<file path="src/rtl/nibble_loader_pkg.sv">
// Shared definitions for the nibble loader bank: command encoding and the
// parameter derivations used by both the bank and its channels.
package nibble_loader_pkg;

  // Host command encoding on the 2-bit cmd pins.
  typedef enum logic [1:0] {
    CMD_NOP    = 2'b00,
    CMD_SHIFT  = 2'b01,
    CMD_CLEAR  = 2'b10,
    CMD_COMMIT = 2'b11
  } cmd_e;

  // Number of DIN_W-bit nibbles that fill one REG_W-bit register.
  function automatic int calc_nibs(input int reg_w, input int din_w);
    return reg_w / din_w;
  endfunction

  // Counter width able to hold 0..NIBS inclusive.
  function automatic int calc_cnt_w(input int reg_w, input int din_w);
    return $clog2(calc_nibs(reg_w, din_w) + 1);
  endfunction

  // Channel select width; at least one bit even for a single channel.
  function automatic int calc_sel_w(input int num_ch);
    return (num_ch > 1) ? $clog2(num_ch) : 1;
  endfunction

endpackage

</file>
<file path="src/rtl/nibble_loader_channel.sv">
// One loader channel: shift register filled a nibble at a time, fill
// counter saturating at NIBS, sticky overflow, committed shadow register
// and a one-cycle commit pulse. The bank decodes the shared command bus
// into cmd_i, so an unselected channel simply sees CMD_NOP.
module nibble_loader_channel
  import nibble_loader_pkg::*;
#(
  parameter int REG_W = 128,
  parameter int DIN_W = 4
) (
  input  logic             clk,
  input  logic             rst,
  input  cmd_e             cmd_i,
  input  logic [DIN_W-1:0] din_i,
  output logic [REG_W-1:0] shadow_o,
  output logic [DIN_W-1:0] sr_top_o,
  output logic             full_o,
  output logic             overflow_o,
  output logic             commit_pulse_o
);

  localparam int NIBS  = calc_nibs(REG_W, DIN_W);
  localparam int CNT_W = calc_cnt_w(REG_W, DIN_W);

  logic [REG_W-1:0] sr_q, sr_d;
  logic [REG_W-1:0] shadow_q, shadow_d;
  logic [CNT_W-1:0] cnt_q, cnt_d;
  logic             ovf_q, ovf_d;
  logic             pulse_q, pulse_d;
  logic             full;

  // Full is decoded straight from the registered count.
  assign full = (cnt_q == CNT_W'(NIBS));

  // Next-state decode for the selected command.
  always_comb begin
    // NOTE: every next-state variable gets a default before the case so no
    // path leaves it unassigned, which would otherwise infer a latch.
    sr_d     = sr_q;
    shadow_d = shadow_q;
    cnt_d    = cnt_q;
    ovf_d    = ovf_q;
    pulse_d  = 1'b0;
    case (cmd_i)
      CMD_SHIFT: begin
        if (!full) begin
          // Shift left and drop the new nibble into the LSBs; the first
          // nibble loaded reaches the MSBs after NIBS shifts.
          sr_d  = (sr_q << DIN_W) | REG_W'(din_i);
          cnt_d = cnt_q + CNT_W'(1);
        end else begin
          ovf_d = 1'b1;
        end
      end
      CMD_CLEAR: begin
        sr_d  = '0;
        cnt_d = '0;
        ovf_d = 1'b0;
      end
      CMD_COMMIT: begin
        // An early commit is ignored here; the bank flags it as an error.
        if (full) begin
          shadow_d = sr_q;
          cnt_d    = '0;
          ovf_d    = 1'b0;
          pulse_d  = 1'b1;
        end
      end
      default: ;
    endcase
  end

  // State registers with synchronous reset.
  always_ff @(posedge clk) begin
    if (rst) begin
      // NOTE: the shadow is a wide register rather than a memory, and it is
      // reset because downstream logic must see zero operands after reset.
      sr_q     <= '0;
      shadow_q <= '0;
      cnt_q    <= '0;
      ovf_q    <= 1'b0;
      pulse_q  <= 1'b0;
    end else begin
      // NOTE: non-blocking assignments so every register samples the
      // pre-edge values regardless of statement order.
      sr_q     <= sr_d;
      shadow_q <= shadow_d;
      cnt_q    <= cnt_d;
      ovf_q    <= ovf_d;
      pulse_q  <= pulse_d;
    end
  end

  assign shadow_o       = shadow_q;
  assign sr_top_o       = sr_q[REG_W-1 -: DIN_W];
  assign full_o         = full;
  assign overflow_o     = ovf_q;
  assign commit_pulse_o = pulse_q;

endmodule

</file>
<file path="src/rtl/nibble_loader_bank.sv">
// Bank of NUM_CH nibble loader channels sharing one command bus. The top
// level validates and decodes the channel select, flags rejected commands
// on err, and registers the top nibble of the selected shift register.
// REG_W must be a multiple of DIN_W.
module nibble_loader_bank
  import nibble_loader_pkg::*;
#(
  parameter int NUM_CH = 2,
  parameter int REG_W  = 128,
  parameter int DIN_W  = 4,
  parameter int SEL_W  = calc_sel_w(NUM_CH)
) (
  input  logic                    clk,
  input  logic                    rst,
  input  logic [DIN_W-1:0]        din,
  input  logic [SEL_W-1:0]        sel,
  input  logic [1:0]              cmd,
  output logic [NUM_CH*REG_W-1:0] shadow_out,
  output logic [NUM_CH-1:0]       full,
  output logic [NUM_CH-1:0]       overflow,
  output logic [NUM_CH-1:0]       commit_pulse,
  output logic                    err,
  output logic [DIN_W-1:0]        rd_data
);

  cmd_e             cmd_dec;
  logic             sel_valid;
  logic [NUM_CH-1:0] ch_hit;
  logic [DIN_W-1:0] sr_top [NUM_CH];

  logic             sel_full;
  logic [DIN_W-1:0] sel_top;
  logic             err_q, err_d;
  logic [DIN_W-1:0] rd_q, rd_d;

  assign cmd_dec   = cmd_e'(cmd);
  assign sel_valid = (int'(sel) < NUM_CH);

  for (genvar k = 0; k < NUM_CH; k++) begin : g_ch
    cmd_e ch_cmd;

    // Only the addressed channel sees the command; the rest see NOP.
    assign ch_hit[k] = sel_valid && (int'(sel) == k);
    assign ch_cmd    = ch_hit[k] ? cmd_dec : CMD_NOP;

    nibble_loader_channel #(
      .REG_W (REG_W),
      .DIN_W (DIN_W)
    ) u_channel (
      .clk            (clk),
      .rst            (rst),
      .cmd_i          (ch_cmd),
      .din_i          (din),
      .shadow_o       (shadow_out[k*REG_W +: REG_W]),
      .sr_top_o       (sr_top[k]),
      .full_o         (full[k]),
      .overflow_o     (overflow[k]),
      .commit_pulse_o (commit_pulse[k])
    );
  end

  // Select mux for the addressed channel's status and top nibble; an
  // invalid select leaves both at zero.
  always_comb begin
    sel_full = 1'b0;
    sel_top  = '0;
    for (int k = 0; k < NUM_CH; k++) begin
      if (ch_hit[k]) begin
        sel_full = full[k];
        sel_top  = sr_top[k];
      end
    end
  end

  // Reject any non-NOP command to a missing channel, and any commit to a
  // channel that is not yet full.
  always_comb begin
    err_d = 1'b0;
    if (cmd_dec != CMD_NOP) begin
      if (!sel_valid) begin
        err_d = 1'b1;
      end else if (cmd_dec == CMD_COMMIT && !sel_full) begin
        err_d = 1'b1;
      end
    end
    rd_d = sel_top;
  end

  // Error pulse and readback registers, sampled every cycle.
  always_ff @(posedge clk) begin
    if (rst) begin
      err_q <= 1'b0;
      rd_q  <= '0;
    end else begin
      err_q <= err_d;
      rd_q  <= rd_d;
    end
  end

  assign err     = err_q;
  assign rd_data = rd_q;

endmodule

</file>
<file path="config.mk">
export PLATFORM = sky130hd
export DESIGN_NAME = nibble_loader_bank
export DESIGN_NICKNAME = d
export VERILOG_FILES = /design/src/rtl/nibble_loader_pkg.sv /design/src/rtl/nibble_loader_channel.sv /design/src/rtl/nibble_loader_bank.sv
export SDC_FILE = /design/constraint.sdc
export NUM_CORES = 1
export LEC_CHECK = 0
export BUFFER_PORTS_ARGS = -buffer_cell sky130_fd_sc_hd__buf_4
export CORE_ASPECT_RATIO = 2
export CORE_UTILIZATION = 55
export DETAILED_ROUTE_END_ITERATION = 10
export PLACE_DENSITY = 0.88
export SLEW_MARGIN = 10
export SYNTH_ARGS = -nofsm -noshare
export SYNTH_HDL_FRONTEND = slang
export SYNTH_SLANG_ARGS = --single-unit
</file>
<file path="constraint.sdc">
create_clock -name clk -period 2.25 [get_ports clk]
set_input_delay 0.1125 -clock clk [delete_from_list [all_inputs] [get_ports clk]]
set_output_delay 0.1125 -clock clk [all_outputs]
set_load 0.02 [all_outputs]
</file>
==> results.cfg <==
[routing]
routed_wl_mm = 46.3
drt-wirelength-per-cell_microns = 17.1
drt_iter0_drc = 1073
postRouteAntennaNets = 0
drc = 0
dr_total_vias = 15178
first_pass_iters = 8
via_per_inst = 5.62

[critical_path]
arrival_ps = 2650
cp_cell_sequence = inv_1 > ha_1 > nand4b_1 > nor2_4 > a21oi_4 > buf_12 > a22o_1
cp.required_ps = 2750
cp-end-kind = register
critPathLaunchType = register
crit_fanout = 128
cp_num_buf_inv = 2
slowest_delay_ps = 430
crit_start = g_ch[1].u_channel.cnt_q[0]
cpLargestDelayFamily = buffers and inverters
r2r-start = g_ch[1].u_channel.cnt_q[0]
cp_slowest_cell = dfxtp_1
path_class = register to register

[placed_design]
pre_cts_ws_ps = 89.4
gp_congestion = 0.849
dp_hpwl_mm = 30.4
portBuffers = 275

[power_and_ir_drop]
ir_drop_mv = 0.675
p_per_area_nw_per_um2 = 801
p_leak_uw = 0.00820
power_uw = 17700

[yosys]
synth_commonest_cells = 631 x nand2_1, 533 x dfxtp_1, 341 x a21oi_1
yosysTopAreaCellShare_pct = 58.3
ys.flop_type = dfxtp_1
syn_nets = 2062
synth_seq_cells = 533
netlist_instances = 2049
syn_area_per_cell_sq_um = 8.93
syn-cell-area_sq_um = 18300
ys_seq_area_share_pct = 58.3
yosys-top-cells-area = dfxtp_1 58%, nand2_1 13%, a21oi_1 9.3%
synth_warnings = 0
yosysMostFrequentCell = nand2_1
synth.distinct_cells = 53
async_flop_share_pct = 0
synth_top_area_cell = dfxtp_1
synth-edff-count = 0

[sta]
maxSlewHeadroom_pct = 38.9
timing.final.max_slew_violations = 0
report.final.setup_viol = 0
min_period_ps = 2150
period_share_pct = 95.5
final.setup.tns_ps = 0
timing.fmax_mhz = 466
worst_pin_slew_ps = 916
setup_slack_ps = 102
rsz0062_at_grt = no
final_hold_viol_count = 0
skew_ps = 15.2
holdWs_ps = 11.3

[global_route]
antenna_found_initial = 0
grt.total_usage_pct = 26.8
grt_pass1_wl_mm = 73.0
grt_max_degree = 186
overflow = 0
first_global_vias = 14746

[floorplan]
start_util_pct = 55.8
dieArea_sq_um = 34100
num_io_pins = 276
core_area_sq_um = 32800
die_x_microns = 131
core.rowCount = 94
die-height_microns = 260

[clock_network]
cts_root_buf = clkbuf_16
cts.sinks = 533
clk_pin_slew_ps = 70
htreeDepth = 2
cts_buffer_depth = 3
postCtsSetupBuffers = 0
cts_tree = done
numCtsBuffers = 44
worstSkewPairLatency_ps = 560

[min_path]
hp-start = sel
hp-class = input pin to register

[layout]
n_antenna_cell = 0
drive_gt1_share_pct = 17.4
final_nets = 2248
layout-area-overhead-vs-synth_pct = 20.5
final_util_pct = 67.2

[run_status]
status = complete, no violations

[job]
drv_cap = 0
-- final cells by class --
| cell class | instances | area (sq um) |
|---|---|---|
| Timing Repair Buffer | 310 | 2580 |
| Clock buffer | 62 | 1290 |
| Inverter | 8 | 30.0 |
| Fill cell | 2426 | 10800 |
| Clock inverter | 20 | 191 |
| Tap cell | 432 | 541 |
| Multi-Input combinational cell | 1338 | 6750 |
| Sequential cell | 533 | 10700 |
-- timing repair --
action                                 4_1_cts  5_1_grt
endpoints found under the hold margin       12        0
setup endpoints to repair                    1        0
resized for setup                            1        0
hold buffers                                 6        0
-- stage by stage --
stage	instance area, sq um	std cells
CTS	22100	2703
global placement	20500	2615
finish	22100	2703
floorplan	18300	2049
detailed placement	20500	2615
global route	22100	2703
-- worst register-to-register path: cells and delay by family (launching register included) --
kind / cells / cell delay, ps
compound gates: 2 / 540
buf+inv: 2 / 550
fa+ha+maj: 1 / 250
simple gates: 2 / 320
flops: 1 / 430
-- sequential cells by signal, indices dropped and copies added (netlist names) --
name and cells:
g_ch.u_channel.shadow_o 256, g_ch.u_channel.sr_q 256, g_ch.u_channel.cnt_q 12, rd_data 4, g_ch.u_channel.commit_pulse_o 2, g_ch.u_channel.overflow_o 2, err 1
-- cell families after synthesis --
| family | Yosys count | synth area share, % |
|---|---|---|
| compound gates | 544 | 18.6 |
| xor+xnor | 4 | 0.191 |
| fa+ha+maj | 4 | 0.273 |
| buf+inv | 178 | 5.18 |
| flops | 533 | 58.3 |
| mux | 7 | 0.383 |
| simple gates | 779 | 17.1 |
-- where the power goes --
part	internal, uW	switching, uW	leakage [uW]	total [uW]
registers	9440	9.14	0.00429	9450
clock network	4290	3460	0.000727	7750
logic	102	367	0.00318	469
-- cells in the final DEF (no fill, tap or decap), drive strengths merged, types with 2 or more instances in the layout --
master | netlist | layout
a211o | 2 | 2
a21o | 4 | 4
a21oi | 343 | 343
a22o | 133 | 133
a22oi | 45 | 45
buf | 105 | 304
bufinv | 0 | 2
clkbuf | 65 | 62
clkinv | 0 | 12
clkinvlp | 0 | 3
dfxtp | 533 | 533
dlygate4sd3 | 0 | 6
ha | 4 | 4
inv | 8 | 11
mux2i | 7 | 7
nand2 | 631 | 631
nand2b | 5 | 5
nand3 | 61 | 61
nand3b | 2 | 2
nor2 | 53 | 53
nor2b | 3 | 3
nor3 | 5 | 5
nor3b | 3 | 3
o211ai | 2 | 2
o21ai | 6 | 6
or2 | 2 | 2
or3 | 3 | 3
or3b | 3 | 3
xor2 | 3 | 3
-- path summary, 6_finish.rpt --
kind                                                         to  slack [ps]  cells after the start
worst max-delay path             g_ch[1].u_channel.shadow_o[99]         100                      7
worst min-delay path               g_ch[1].u_channel.overflow_o          10                      2
worst max register to register   g_ch[1].u_channel.shadow_o[99]         100                      7
worst min register to register  g_ch[0].u_channel.shadow_o[123]         450                      2
-- metal layers --
layer,part of all wire (%),up-vias,global-route usage [%]
met2,52,573,48.6
met3,7.3,103,5.55
met1,36,7223,29.3
li1,-,7279,-
met5,0,-,0
met4,3.9,0,12.2
(Power assumes the default switching activity.)
